`config.mk`:
```
export PLATFORM = sky130hd
export DESIGN_NAME = btoex_seq
export DESIGN_NICKNAME = d
export VERILOG_FILES = /design/src/rtl/btoex_seq.sv
export SDC_FILE = /design/constraint.sdc
export NUM_CORES = 1
export LEC_CHECK = 0
export CORE_MARGIN = 2
export CORE_UTILIZATION = 50
export DETAILED_ROUTE_END_ITERATION = 10
export PLACE_DENSITY = 0.79
export SYNTH_ARGS = -nofsm -noshare
export SYNTH_HDL_FRONTEND = slang
export SYNTH_SLANG_ARGS = --single-unit
```
`constraint.sdc`:
```
create_clock -name clk -period 3.2 [get_ports clk]
set_input_delay 0.48 -clock clk [delete_from_list [all_inputs] [get_ports clk]]
set_output_delay 0.48 -clock clk [all_outputs]
set_load 0.01 [all_outputs]
```
`src/rtl/btoex_seq.sv`:
```
// Sequential BCD to excess-3 converter: one shared 4-bit adder walks the word LSB nibble first.
// Optional invalid-BCD flag (err) is built when BTOEX_SEQ_ERR_EN is defined.
module btoex_seq #(
  parameter int unsigned NIBBLES = 4
) (
  input  logic                   clk,
  input  logic                   rst,
  input  logic [4*NIBBLES-1:0]   in_data,
  input  logic                   in_valid,
  output logic                   in_ready,
  output logic [4*NIBBLES-1:0]   out_data,
  output logic                   out_valid,
  input  logic                   out_ready,
  output logic                   busy
`ifdef BTOEX_SEQ_ERR_EN
  ,
  output logic                   err
`endif
);

  localparam int unsigned IdxW = (NIBBLES > 1) ? $clog2(NIBBLES) : 1;

  localparam logic [1:0] S_IDLE = 2'd0;
  localparam logic [1:0] S_CONV = 2'd1;
  localparam logic [1:0] S_DONE = 2'd2;

  logic [1:0]           r_state;
  logic [IdxW-1:0]      r_idx;
  logic [4*NIBBLES-1:0] r_word;
  logic [4*NIBBLES-1:0] r_result;

  logic [3:0] w_nib;
  logic [3:0] w_conv;
  logic       w_last;
  logic       w_accept;

  always_comb begin
    w_nib = '0;
    for (int i = 0; i < NIBBLES; i++) begin
      if (r_idx == IdxW'(i)) w_nib = r_word[4*i +: 4];
    end
  end

  // Modulo-16 add: 0xD..0xF wrap to 0x0..0x2, no carry into the next nibble.
  assign w_conv   = w_nib + 4'd3;
  assign w_last   = (r_idx == IdxW'(NIBBLES - 1));
  assign w_accept = in_valid && (r_state == S_IDLE);

  always_ff @(posedge clk) begin
    if (rst) begin
      r_state  <= S_IDLE;
      r_idx    <= '0;
      r_word   <= '0;
      r_result <= '0;
    end else begin
      case (r_state)
        S_IDLE: begin
          if (w_accept) begin
            r_word   <= in_data;
            r_idx    <= '0;
            r_result <= '0;
            r_state  <= S_CONV;
          end
        end
        S_CONV: begin
          for (int i = 0; i < NIBBLES; i++) begin
            if (r_idx == IdxW'(i)) r_result[4*i +: 4] <= w_conv;
          end
          if (w_last) begin
            r_idx   <= '0;
            r_state <= S_DONE;
          end else begin
            r_idx <= r_idx + IdxW'(1);
          end
        end
        S_DONE: begin
          if (out_ready) r_state <= S_IDLE;
        end
        default: r_state <= S_IDLE;
      endcase
    end
  end

`ifdef BTOEX_SEQ_ERR_EN
  logic r_err;

  always_ff @(posedge clk) begin
    if (rst) begin
      r_err <= 1'b0;
    end else if (w_accept) begin
      r_err <= 1'b0;
    end else if ((r_state == S_CONV) && (w_nib > 4'd9)) begin
      r_err <= 1'b1;
    end
  end

  assign err = r_err;
`endif

  assign in_ready  = (r_state == S_IDLE);
  assign out_valid = (r_state == S_DONE);
  assign busy      = (r_state != S_IDLE);
  assign out_data  = r_result;

endmodule

```
==> results.cfg, run 1 <==
[outcome]
status = complete, no violations

[critical_path]
crit_type = flip-flop to flip-flop
endpoint_kind = flip-flop
critPathBufInv = 0
worst_path_dominant_cell_family = adder cells
critical_path.max_stage_delay_ns = 0.50
crit_chain = ha_1 > a211oi_1 > a211o_1 > ha_1 > or3_1 > nand2_1 > o41ai_1
worst_path_most_repeated_cell = ha_1
regToRegSetupSlack_ns = 0.89
startpoint_type = flip-flop
crit_arrival_ns = 2.55
slowest_stage = ha_1
critPathMaxFanout = 16
required_ns = 3.43

[sta]
fin_skew_ns = 0.00641
max_freq_ghz = 0.432
layout_worst_path_cycle_share = 0.723
timing.final.crit_period_ns = 2.31
worst_pin_slew_ns = 0.725
slew_headroom = 0.517
fin_tns_setup_ns = 0
drv_slew = 0
finalSetupViolCount = 0
rsz0062_at_grt = false
hold_viol_final = 0

[clock_tree]
root_buffer = clkbuf_4
clockBufferDepth = 2
htreeDepth = 2
ctsResizeCount = 0
numCtsBuffers = 5
postCtsSetupRepairBufs = 0
clk_pin_slew_ns = 0.10
clock_latency_ns = 0.35
cts_tree = done
postCtsHoldBufs = 0
cts_sinks = 36

[die]
initial_core_util = 0.534
row_count = 20
ios = 39
core-area_um2 = 3130
fp.dieH_um = 61.8
die_area_um2 = 3820
chipWidth_um = 61.8

[worst_hold_path]
hp-class = flip-flop to flip-flop

[logic_synthesis]
synth_top_family_by_area = simple AND/OR/NAND/NOR gates
ys_async_sr_fraction = 0
ys_seq_area_frac = 0.431
synth_compound_area_frac = 0.225
synth_mux_area_frac = 0.00599
ys_ff_latch = 36
yosysWarnings = 0
syn_avg_cell_area_um2 = 8.11
ys_top_cells_by_area = dfxtp_1 43%, nand2_1 10%, a21oi_1 8.4%
syn-cell-area_um2 = 1670
synth_cell_types = 37
yosys.area_share.simple = 0.246
synth_enable_flop_cells = 0
synth_largest_area_cell = dfxtp_1
synth_xor_xnor_area_share = 0.00524
synth_top_area_frac = 0.431
netlist_instances = 206
synth-main-ff-cell = dfxtp_1
synthAdderAreaFrac = 0.0374
syn-num-nets = 231
yosys-top-cells-count = 45 x nand2_1, 36 x dfxtp_1, 28 x a21oi_1
synth_most_common_cell = nand2_1

[drt]
drt-total-wl_mm = 3.79
drc = 0
vias = 1552
wl_per_cell_um = 13.3
first_iter_violations = 101
avgViaCountPerCell = 5.46
postRouteAntennaNets = 0
first_pass_iters = 4

[grt]
grt_util_all_layers = 0.229
grt_max_degree = 37
grt-ovfl-total = 0
antenna_found_initial = 0
grt_pass1_vias = 1390
grt_pass1_wl_mm = 6.26

[finish]
fin_cells = 284
final_util = 0.673
drive_gt1_frac = 0.0458
fill_cells = 285
nets = 265
finalInstanceArea_um2 = 2110
syn_to_final_growth_pct = 26.0
diodes = 0

[pwr]
power_uw = 893
peakVddDrop_mv = 0.328
power_leakage_nw = 0.764
powerDensity_nw_per_um2 = 424

[flow_run]
max_cap_viol_count = 0

[place]
io_buffers = 38
placed_cell_area_um2 = 2060
placed_cells = 277
dp_hpwl_mm = 2.67
gp_congestion = 0.817
[final cells by class]
class,instances,area [µm²],share of cell area
Tap cell,44,55.1,0.0261
Inverter,7,26.3,0.0125
Clock inverter,1,5.00,0.00238
Timing Repair Buffer,39,388,0.184
Sequential cell,36,721,0.342
Clock buffer,6,41.3,0.0196
Multi-Input combinational cell,151,870,0.413
[metrics by stage]
stage                     setup WS, ns  hold WS (ns)
after CTS                        0.899         0.465
final                            0.885         0.463
after global routing             0.676         0.481
after global placement           0.942         0.443
after floorplan                   1.12         0.432
after detailed placement         0.904         0.450
[power by group]
group / switching [mW] / total [mW] / leakage [nW] / internal, mW
Combinational: 0.0951 / 0.177 / 0.442 / 0.0818
Clock: 0.145 / 0.226 / 0.0281 / 0.0808
Sequential: 0.0178 / 0.490 / 0.294 / 0.472
[logic make-up after synthesis]
| group | after synthesis |
|---|---|
| compound gates | 57 |
| xor+xnor | 1 |
| fa+ha+maj | 5 |
| buf+inv | 19 |
| flops | 36 |
| mux | 1 |
| simple gates | 87 |
[worst register-to-register path: cells and delay by family, from the launching register on]
family,cells,cell delay [ns]
fa+ha+maj,2,0.73
compound gates,3,0.56
simple gates,2,0.51
flops,1,0.41
[cells in the final DEF, fill, tap and decap left out, types with 3 or more instances in the layout]
cell,synthesis,layout
nor3_1,3,3
dfxtp_1,36,36
o21ai_0,7,7
inv_1,7,7
clkdlybuf4s50_1,0,38
nand2_1,45,45
nand3_1,6,6
clkbuf_4,0,5
a21o_1,3,3
ha_1,5,5
nor2b_1,5,5
o41ai_1,3,3
nor2_1,11,11
a211oi_1,3,3
a21oi_1,28,28
nand3b_1,3,3
[registers in the layout, indices dropped and copies added, names as in the netlist]
name,count
out_data,16
r_idx,2
r_state,2
r_word,16
[final timing paths]
kind,from,end,cells past startpoint
setup / recovery,r_idx[0],out_data[14],7
hold / removal,r_word[1],r_word[1],2
setup reg to reg,r_idx[0],out_data[14],7
hold reg to reg,r_word[1],r_word[1],2
[metal layers]
metal,wire length (µm),global-route usage,vias to the layer above
li1,-,-,785
met4,55,0.0821,0
met5,0,0,-
met3,250,0.0766,6
met2,1670,0.328,47
met1,1810,0.321,714
No activity file was read; power rests on OpenSTA's default activity.
==> run 2, diff against run 1 <==
CORE_UTILIZATION = 44   (was 50)
PLACE_DENSITY = 0.74   (was 0.79)
clock period = 2.04 ns   (was 3.2 ns; I/O delays follow)
==> results.cfg, run 2 (synthesis results as in run 1) <==
[clock_tree]
cts_tree = done
cts_sinks = 36
numCtsBuffers = 5
htreeDepth = 2
root_buffer = clkbuf_8
clk_pin_slew_ns = 0.07
clockBufferDepth = 2
clock_latency_ns = 0.29

[finish]
final_util = 0.647
layout_commonest_cell = nand2_1
final_cell_mix = 44 x nand2_1, 38 x clkdlybuf4s50_1, 34 x dfxtp_1
diodes = 0
drive_gt1_frac = 0.172
finalInstanceArea_um2 = 2370
nets = 280
fill_cells = 324
syn_to_final_growth_pct = 41.6

[worst_hold_path]
hp-class = flip-flop to flip-flop

[die]
ios = 39
core-area_um2 = 3660
die_area_um2 = 4310
row_count = 22
chipWidth_um = 65.6
fp.dieH_um = 65.6
initial_core_util = 0.457

[sta]
setup_slack_ns = 0.0336
drv_slew = 0
max_freq_ghz = 0.498
fin_skew_ns = 0.00503
rsz0062_at_grt = true
finalSetupViolCount = 0
slew_headroom = 0.666
whs_ns = 0.457
layout_worst_path_cycle_share = 0.984
timing.final.crit_period_ns = 2.01
worst_pin_slew_ns = 0.501
hold_viol_final = 0

[pwr]
pwr-share-clk = 0.316
powerDensity_nw_per_um2 = 685
p_sw_frac = 0.270
internal_power_mw = 1.18
p_sw_uw = 438
power_leakage_nw = 0.877
peakVddDrop_mv = 0.417
power_frac_comb = 0.211
power_mw = 1.62
power.share.sequential = 0.473

[place]
gp_congestion = 0.806
placed_cell_area_um2 = 2180
io_buffers = 38
dpl_worst_slack_ns = -0.0567
dp_hpwl_mm = 2.73

[drt]
drc = 0
avgViaCountPerCell = 5.22
wl_per_cell_um = 12.8
vias = 1587
drt-total-wl_mm = 3.89
first_iter_violations = 126
postRouteAntennaNets = 0
first_pass_iters = 4

[grt]
grt_max_degree = 36
grt-ovfl-total = 0
grt_util_all_layers = 0.198
antenna_found_initial = 0
grt_pass1_wl_mm = 6.63
grt_pass1_vias = 1496

[critical_path]
critPathMaxFanout = 8
crit_type = flip-flop to flip-flop
required_ns = 2.21
regToRegSetupSlack_ns = 0.03
endpoint_kind = flip-flop
crit_arrival_ns = 2.18
startpoint_type = flip-flop

[flow_run]
max_cap_viol_count = 0

[outcome]
status = complete, no violations
[run 2: cell count changes in the layout (fill, tap and decap cells not counted), sizes merged]
cell    before  now
buf          1   16
clkbuf       6    8
clkinv       1    0
[run 2: path summary, 6_finish.rpt]
kind | startpoint | endpoint | cells past startpoint
max | r_idx[1] | out_data[7] | 7
min reg2reg | out_data[5] | out_data[5] | 2
min | out_data[5] | out_data[5] | 2
max reg2reg | r_idx[1] | out_data[7] | 7
[run 2: stage by stage]
stage | setup TNS [ns] | instances
2_1_floorplan | 0 | 206
3_3_place_gp | -0.0110 | 295
3_5_place_dp | -0.198 | 295
4_1_cts | 0 | 303
5_1_grt | -0.501 | 304
6_report | 0 | 304
[run 2: final cells by class]
cell class                 count  area [µm²]  share of cell area
sequential                    36         728               0.308
multi-input combinational    151         962               0.406
tap                           48        60.1              0.0254
inverter                       7        26.3              0.0111
clock buffer                   8        90.1              0.0381
timing repair buffer          54         500               0.211
[run 2: per-layer routing]
layer	wire, µm	track usage
met1	1930	0.279
met2	1730	0.293
met3	167	0.0377
met4	66	0.0807
met5	0	0
[run 2: what timing repair did]
action	CTS	global route
endpoints found under the setup margin	9	12
cloned	0	0
hold buffers	0	0
pin swaps	1	7
buffers inserted	0	1
resized for setup	3	19
[run 2: critical path: stages (launching register included)]
cell      delay (ns)
dfxtp_4         0.36
inv_2           0.06
ha_4            0.18
nand3b_1        0.16
a211o_1         0.36
a211oi_4        0.34
nor3_1          0.12
a311o_1         0.32
[run 2: power by group through the flow]
stage,clock network [mW],logic (mW),registers (mW)
2_1_floorplan,0,0.171,0.782
3_3_place_gp,0,0.304,0.781
3_5_place_dp,0,0.307,0.782
4_1_cts,0.522,0.310,0.766
5_1_grt,0.559,0.381,0.771
6_report,0.512,0.343,0.767
